**src/rtl/mem_port_arbiter.sv**
```systemverilog
// mem_port_arbiter: MEM-priority arbiter sharing one memory bus between IF and MEM stages.
// Define ARB_PERF_EN to enable the conflict/busy performance counters.
module mem_port_arbiter #(
  parameter int ADDR_W = 32,
  parameter int DATA_W = 32
) (
  input  logic              clk,
  input  logic              rst,
  input  logic              if_req,
  input  logic [ADDR_W-1:0] if_addr,
  output logic [DATA_W-1:0] if_rdata,
  output logic              if_ack,
  output logic              if_stall,
  input  logic              mem_req,
  input  logic              mem_we,
  input  logic [ADDR_W-1:0] mem_addr,
  input  logic [DATA_W-1:0] mem_wdata,
  output logic [DATA_W-1:0] mem_rdata,
  output logic              mem_ack,
  output logic              mem_stall,
  output logic              bus_req,
  output logic              bus_we,
  output logic [ADDR_W-1:0] bus_addr,
  output logic [DATA_W-1:0] bus_wdata,
  input  logic [DATA_W-1:0] bus_rdata,
  input  logic              bus_ack,
  output logic [31:0]       perf_conflict_cnt,
  output logic [31:0]       perf_busy_cnt
);
  typedef enum logic [1:0] {IDLE, SERVE_IF, SERVE_MEM} state_t;
  state_t state;
  logic if_elig, mem_elig;
  // a requester being acked this cycle is not eligible, so it cannot be granted twice
  assign if_elig   = if_req & ~if_ack;
  assign mem_elig  = mem_req & ~mem_ack;
  assign if_stall  = if_req & ~if_ack;
  assign mem_stall = mem_req & ~mem_ack;
  always_ff @(posedge clk) begin
    if (rst) begin
      state     <= IDLE;
      bus_req   <= 1'b0;
      bus_we    <= 1'b0;
      bus_addr  <= '0;
      bus_wdata <= '0;
      if_ack    <= 1'b0;
      mem_ack   <= 1'b0;
      if_rdata  <= '0;
      mem_rdata <= '0;
    end else begin
      if_ack  <= 1'b0;
      mem_ack <= 1'b0;
      case (state)
        IDLE:
          if (mem_elig) begin
            bus_req   <= 1'b1;
            bus_we    <= mem_we;
            bus_addr  <= mem_addr;
            bus_wdata <= mem_wdata;
            state     <= SERVE_MEM;
          end else if (if_elig) begin
            bus_req   <= 1'b1;
            bus_we    <= 1'b0;
            bus_addr  <= if_addr;
            bus_wdata <= '0;
            state     <= SERVE_IF;
          end
        SERVE_IF:
          if (bus_ack) begin
            if_rdata <= bus_rdata;
            if_ack   <= 1'b1;
            bus_req  <= 1'b0;
            state    <= IDLE;
          end
        SERVE_MEM:
          if (bus_ack) begin
            mem_rdata <= bus_rdata;
            mem_ack   <= 1'b1;
            bus_req   <= 1'b0;
            state     <= IDLE;
          end
        default: state <= IDLE;
      endcase
    end
  end
`ifdef ARB_PERF_EN
  always_ff @(posedge clk) begin
    if (rst) begin
      perf_conflict_cnt <= '0;
      perf_busy_cnt     <= '0;
    end else begin
      if (if_req && (state == SERVE_MEM || (state == IDLE && mem_elig)))
        perf_conflict_cnt <= perf_conflict_cnt + 32'd1;
      if (bus_req)
        perf_busy_cnt <= perf_busy_cnt + 32'd1;
    end
  end
`else
  assign perf_conflict_cnt = '0;
  assign perf_busy_cnt     = '0;
`endif
endmodule

```
**config.mk**
```make
export PLATFORM = sky130hd
export DESIGN_NAME = mem_port_arbiter
export DESIGN_NICKNAME = d
export VERILOG_FILES = /design/src/rtl/mem_port_arbiter.sv
export SDC_FILE = /design/constraint.sdc
export NUM_CORES = 1
export LEC_CHECK = 0
export BUFFER_PORTS_ARGS = -buffer_cell sky130_fd_sc_hd__buf_2
export CORE_ASPECT_RATIO = 2
export CORE_MARGIN = 10
export CORE_UTILIZATION = 30
export DETAILED_ROUTE_END_ITERATION = 16
export PLACE_DENSITY = 0.56
export SLEW_MARGIN = 20
export SYNTH_ARGS = -nofsm -noshare
export SYNTH_HDL_FRONTEND = slang
export SYNTH_SLANG_ARGS = --single-unit
```
**constraint.sdc**
```tcl
create_clock -name clk -period 4.2 [get_ports clk]
set_input_delay 0.21 -clock clk [delete_from_list [all_inputs] [get_ports clk]]
set_output_delay 0.21 -clock clk [all_outputs]
set_load 0.005 [all_outputs]
```
Word level (Yosys, flattened, before mapping)

Index checks and enable logic that the tools add are counted.

Word-level logic and storage cells: 45
Bits in registers: 134
Input port bits: 134
Output and inout bits: 198

Eq/ne operators: 4
Reduce and logical (&&, ||, !) cells: 11
Bitwise gates (word level): 6
Mux-type cells: 15

Operators with widths:

| cell                                                                     | number |
|---|---|
| 32-bit two-way mux                                                       | 4 |
| 2-bit AND reduction                                                      | 4 |
| 1-bit two-way mux                                                        | 6 |
| 2-bit two-way mux                                                        | 3 |
| 2-bit OR reduction                                                       | 3 |
| 1-bit inverter                                                           | 4 |
| 2-bit one-hot mux with 2 select lines                                    | 1 |
| 2-bit nonzero test                                                       | 2 |
| 3-bit inequality test (second input constant)                            | 1 |
| 3-bit AND reduction                                                      | 1 |
| 1-bit AND                                                                | 2 |
| 2-bit by 1-bit equality test with 1-bit output (second input constant)   | 1 |
| 2-bit equality test (second input constant)                              | 1 |
| 2-bit logical NOT                                                        | 1 |
| 2-bit by 1-bit inequality test with 1-bit output (second input constant) | 1 |
| 1-bit one-hot mux with 2 select lines                                    | 1 |

Depth between registers and ports, before layout

Gate-level depths: netlist (run 1).

Depth in word-level cells: 5
Gate-level depth with buffers: 8
Gate-level depth less buffers: 5

Worst setup path before layout (run 1)

Ideal clock, no wire load.

Path kind: reg-to-reg
From: register state[0]
To: register bus_wdata[22]
Arrival time: 1.238 ns
Setup time: 0.128 ns
Clock period less this slack: 1.365 ns
Cell stages (with the launch flop): 8
Setup slack: 2.835 ns
Required time: 4.072 ns
Buffers on the path: 2
Path through: dfxtp_1 > inv_1 > ha_1 > and2_1 > buf_2 > buf_2 > a22oi_1 > nor2_1

Longest elaborated chain between the ends: 2

RTL lines:

| element                              | line | source |
|---|---|---|
| start, declared                      | 31   | `state_t state;` |
| start signal, assigned               | 40   | `state <= IDLE;` |
| start signal, assigned               | 59   | `state <= SERVE_MEM;` |
| start signal, assigned               | 65   | `state <= SERVE_IF;` |
| 2-bit logical NOT                    | 52   | `case (state)` |
| 2-bit AND reduction (no source line) | -    |  |
| end signal, assigned                 | 58   | `bus_wdata <= mem_wdata;` |
| end, declared                        | 24   | `output logic [DATA_W-1:0] bus_wdata,` |

Every way passes these cells.
A chain may end at the register's enable or synchronous reset.

Worst setup path in the final report (run 1)

From: register mem_ack
To: register bus_addr[4]

Longest elaborated chain between the ends: 4
Elaborated cells on any way between the ends: 5
Classes of those cells: mux (1); bitwise (2); reduce/logical (2)

RTL lines:

| element                              | line | source |
|---|---|---|
| start, declared                      | 19   | `output logic mem_ack,` |
| start signal, assigned               | 46   | `mem_ack <= 1'b0;` |
| start signal, assigned               | 51   | `mem_ack <= 1'b0;` |
| start signal, assigned               | 77   | `mem_ack <= 1'b1;` |
| 1-bit inverter (*)                   | 35   | `assign mem_elig = mem_req & ~mem_ack;` |
| 1-bit AND (*)                        | 35   |  |
| 2-bit nonzero test (no source line)  | -    |  |
| 2-bit AND reduction (no source line) | -    |  |
| end signal, assigned                 | 57   | `bus_addr <= mem_addr;` |
| end signal, assigned                 | 63   | `bus_addr <= if_addr;` |
| end, declared                        | 23   | `output logic [ADDR_W-1:0] bus_addr,` |

Mark *: on every way between the ends. The rest lies on a longest branch, timed or not.

==> impl_metrics.ini, run 1 <==
[sta]
skew_ns = 0.00671
setup_viol = 0
period_share = 0.603
clock.fmax_mhz = 395
hold_violations = 0
tightest_slew_ns = 0.739
finalCriticalPeriod_ns = 2.53
setup_tns_ns = 0
finalMaxSlewViolations = 0
setup_ws_ns = 1.67
rsz0062_at_grt = no
slew_headroom = 0.508

[route]
routed_wl_um = 19400
wl_per_cell_um = 17.0
drt_iter0_markers = 225
drc = 0
firstDrtPassIters = 6
vias = 5136
via_per_inst = 4.51
final_antenna_net_count = 0

[logic_synthesis]
ys_seq_elements = 134
ys_seq_area_frac = 0.482
synth_cell_types = 26
syn-instance-count = 666
yosys_warnings = 0
avgSynthCellArea_um2 = 8.35
synth_area_um2 = 5560

[critical_path]
worstPathRequired_ns = 4.53
cpPeakStageDelay_ns = 0.66
crit_chain = nand2b_1 > buf_4 > inv_6 > o21a_2 > buf_4 > nor2_1 > a311oi_2
endpoint_kind = flop
path_buf_inv = 3
crit_path_frequent_cell = buf_4
startpoint_type = flop
crit_slowest_cell = o21a_2
critPathTopFamily = buffers and inverters
worstSetupPathType = reg -> reg
worstPathArrival_ns = 2.86
critPathMaxFanout = 37

[power_and_ir_drop]
vdd_drop_max_mv = 0.213
power.leakage_nw = 3.49
power_density_nw_per_um2 = 467

[placed_design]
routabilityCongestion = 0.793
dp_slack_ns = 1.64
place_hpwl_um = 14600
portBuffers = 267

[clock_network]
clk_path_buf_depth = 2
cts_setup_buffers = 0
ctsHoldBuffers = 0
cts_buffers = 17
htree_levels = 4
ctsResizeCount = 0
clkLatencyLatePin_ns = 0.41
clk_pin_slew_ns = 0.06
cts_sinks = 134
cts_root_buf = clkbuf_16
cts_tree = built

[global_route]
grt_max_degree = 51
antenna_found_initial = 2
grt_pass1_vias = 5220
grt_overflow = 0
grt_pass1_wl_um = 28400
grt.total_usage = 0.150

[min_path]
hp-class = in -> reg

[finish]
layout_commonest_cell = buf_2
syn_to_final_growth_pct = 31.5
layout-drive-gt1-share = 0.358
final_cell_mix = buf_2, nand2_1, dfxtp_1
num-nets-final = 1049
n_fill_cell = 1969

[die]
core-area_um2 = 18300
die_x_um = 116
fp.dieH_um = 213
start_util = 0.304
die_area_um2 = 24700
num_io_pins = 332
rows = 70

[run_status]
status = finished, final reports clean

[run]
maxCapViolations = 0
## cell usage after synthesis, drive strengths merged
library cell	n	area, µm²
ha	4	50.1
a22oi	33	248
nand2	195	732
or3	1	6.26
a21oi	67	335
nand3	1	5.00
and2	3	18.8
dfxtp	134	2680
o21ai	4	23.8
clkbuf	26	97.6
and2b	1	7.51
nor2	67	251
nor2b	1	6.26
conb	1	3.75
buf	88	638
inv	3	16.3
o21a	1	8.76
nand2b	3	18.8
nor3b	1	7.51
a311oi	32	405
## path summary, 6_finish.rpt
kind,start,to,slack [ns],cells past startpoint
worst min register to register,if_rdata[2]$_SDFFE_PP0P_,if_rdata[2]$_SDFFE_PP0P_,0.45,2
worst min-delay path,mem_wdata[6],bus_wdata[6]$_SDFFE_PP0P_,0.03,3
worst max register to register,mem_ack$_SDFF_PP0_,bus_addr[4]$_SDFFE_PP0P_,1.67,7
worst max-delay path,mem_ack$_SDFF_PP0_,bus_addr[4]$_SDFFE_PP0P_,1.67,7
## layout make-up
class | instances | area, µm² | share of cell area
flip-flops and latches | 134 | 2680 | 0.367
multi-input cells | 478 | 2360 | 0.323
repair buffers | 277 | 1410 | 0.193
clock buffers | 18 | 429 | 0.0587
well taps | 216 | 270 | 0.0370
clock inverters | 13 | 134 | 0.0183
inverters | 3 | 16.3 | 0.00222
diodes | 1 | 2.50 | 0.000342
## worst register-to-register path, cell delays in order, from the launching register on
cell and delay (ns):
dfxtp_1 0.30, nand2b_1 0.13, buf_4 0.26, inv_6 0.29, o21a_2 0.68, buf_4 0.45, nor2_1 0.10, a311oi_2 0.24
## registers in the layout (all words and copies together) (netlist names)
name and cells:
bus_wdata 32, if_rdata 32, mem_ack 1, bus_req 1
mem_rdata 32, if_ack 1, bus_we 1, state 2
bus_addr 32
## power breakdown
group	switching, mW	internal [mW]
clock	0.573	0.867
sequential	0.0481	1.37
combinational	0.331	0.226
total	0.952	2.47
## cells by family (layout without fill, tap and decap cells)
| kind of cell | count (synthesis) | in the layout | synth area share |
|---|---|---|---|
| other cells | 1 | 65 | 0.000674 |
| flops | 134 | 134 | 0.482 |
| buf+inv | 117 | 311 | 0.135 |
| simple gates | 273 | 273 | 0.189 |
| compound gates | 137 | 137 | 0.184 |
| fa+ha+maj | 4 | 4 | 0.00900 |
## routing by layer
| layer | up-vias | GRT usage | part of all wire |
|---|---|---|---|
| li1 | 2570 | - | - |
| met1 | 2332 | 0.144 | 0.36 |
| met2 | 211 | 0.275 | 0.55 |
| met3 | 23 | 0.0500 | 0.069 |
| met4 | 0 | 0.0672 | 0.028 |
| met5 | - | 0 | 0 |
## stage by stage
step | instance area [µm²] | power (mW) | cells | util | hold slack [ns]
4_1_cts | 7310 | 3.47 | 1139 | 0.399 | 0.0136
3_3_place_gp | 6750 | 2.01 | 1108 | 0.369 | 0.440
6_report | 7310 | 3.42 | 1140 | 0.400 | 0.0342
2_1_floorplan | 5800 | 1.83 | 729 | - | 0.346
3_5_place_dp | 6750 | 2.01 | 1108 | 0.369 | 0.443
5_1_grt | 7310 | 3.59 | 1140 | 0.400 | 0.0251
Note: power is estimated with default switching activity, not from simulation.
==> run 2, diff against run 1 <==
- PLACE_DENSITY: 0.56 -> 0.58
- clock period: 4.2 -> 2.25 ns (I/O delays scaled with it)
==> impl_metrics.ini, run 2 (synthesis results as in run 1) <==
[route]
wl_per_cell_um = 16.5
routed_wl_um = 21000
via_per_inst = 4.57
vias = 5817
drt_iter0_markers = 328
drc = 0
final_antenna_net_count = 0
firstDrtPassIters = 5

[sta]
period_share = 0.937
setup_tns_ns = 0
setup_ws_ns = 0.142
rsz0062_at_grt = no
hold_violations = 0
setup_viol = 0
finalCriticalPeriod_ns = 2.11
finalMaxSlewViolations = 0
clock.fmax_mhz = 474
skew_ns = 0.00843

[die]
die_area_um2 = 24700
rows = 70
die_x_um = 116
core-area_um2 = 18300
fp.dieH_um = 213
num_io_pins = 332
start_util = 0.304

[finish]
layout-drive-gt1-share = 0.318
layout_commonest_cell = buf_2
n_fill_cell = 1775
final_cell_mix = buf_2, nand2_1, dfxtp_1
num-nets-final = 1180
syn_to_final_growth_pct = 58.3

[critical_path]
cp-startpoint = mem_ack$_SDFF_PP0_
r2r-end = bus_addr[15]$_SDFFE_PP0P_
critPathCapture = bus_addr[15]$_SDFFE_PP0P_
path_buf_inv = 3
reg2reg_depth = 7
startpoint_type = flop
worstPathRequired_ns = 2.60
ff2ff_setup_slack_ns = 0.14
worstSetupPathType = reg -> reg
critPathMaxFanout = 37
crit_chain = nand2b_1 > bufinv_16 > o21a_4 > clkbuf_16 > nor2_1 > a311oi_2 > dlygate4sd3_1
regToRegStartpoint = mem_ack$_SDFF_PP0_
crit_slowest_cell = dlygate4sd3_1
endpoint_kind = flop
cpPeakStageDelay_ns = 0.59
cp.depth = 7
critPathTopFamily = buffers and inverters
worstPathArrival_ns = 2.46

[clock_network]
htree_levels = 4
cts_buffers = 17
clk_pin_slew_ns = 0.06
cts_root_buf = clkbuf_16
clk_path_buf_depth = 2
clkLatencyLatePin_ns = 0.41
cts_tree = built
cts_sinks = 134

[placed_design]
dp_slack_ns = 0.567
portBuffers = 267
place_hpwl_um = 14400
routabilityCongestion = 0.795

[min_path]
hp-class = in -> reg

[global_route]
grt_overflow = 0
grt_max_degree = 66
grt.total_usage = 0.160
grt_pass1_wl_um = 30900
antenna_found_initial = 1
grt_pass1_vias = 6010

[power_and_ir_drop]
power_density_nw_per_um2 = 803
power.leakage_nw = 4.17
vdd_drop_max_mv = 0.458

[run]
maxCapViolations = 0

[run_status]
status = finished, final reports clean
## run 2: worst register-to-register path, stage by stage, from the launching register on
cell and delay, ns:
dfxtp_1 0.30, nand2b_1 0.17, bufinv_16 0.29, o21a_4 0.21
clkbuf_16 0.20, nor2_1 0.07, a311oi_2 0.23, dlygate4sd3_1 0.59
## run 2: routing by layer
metal	global-route usage	wire (µm)	share of wire
met4	0.0950	841	0.040
met1	0.155	7140	0.34
met5	0	0	0
met3	0.0502	1640	0.078
met2	0.287	11300	0.54
## run 2: final cells by class
cell class	count	area, µm²	share of cell area
clock inverters	11	169	0.0192
diodes	2	5.00	0.000568
flip-flops and latches	134	2680	0.305
multi-input cells	478	2370	0.269
repair buffers	408	2790	0.317
well taps	216	270	0.0307
inverters	3	37.5	0.00426
clock buffers	21	480	0.0546
## run 2: what timing repair did
item / 4_1_cts / 5_1_grt
endpoints found under the hold margin: 129 / 0
hold buffers: 128 / 0
gates resized for setup: 0 / 4
endpoints found under the setup margin: 0 / 31
buffers inserted: 0 / 0
## run 2: through the flow
stage	cells	power (mW)	util	cell area [µm²]	hold slack, ns
after global placement	1109	3.76	0.371	6790	0.347
after CTS	1269	7.09	0.477	8720	0.00117
after global routing	1272	7.41	0.481	8800	0.0144
after floorplan	729	3.41	-	5800	0.248
after detailed placement	1109	3.78	0.371	6790	0.356
final	1273	7.07	0.481	8810	0.0172
## run 2: power breakdown
| group | switching (mW) | internal (mW) |
|---|---|---|
| clock network | 1.06 | 1.98 |
| registers | 0.0949 | 2.56 |
| logic | 0.695 | 0.684 |
## run 2: worst min-delay path by stage
stage,slack [ns],cells past startpoint,endpoint,start
final,0.02,3,bus_addr[4]$_SDFFE_PP0P_,if_addr[4]
after global routing,0.01,3,bus_addr[4]$_SDFFE_PP0P_,if_addr[4]
after CTS,0.001,3,bus_addr[4]$_SDFFE_PP0P_,if_addr[4]
after detailed placement,0.36,3,bus_wdata[11]$_SDFFE_PP0P_,mem_wdata[11]
after global placement,0.35,3,bus_wdata[21]$_SDFFE_PP0P_,mem_wdata[21]
after floorplan,0.25,2,if_rdata[0]$_SDFFE_PP0P_,bus_rdata[0]
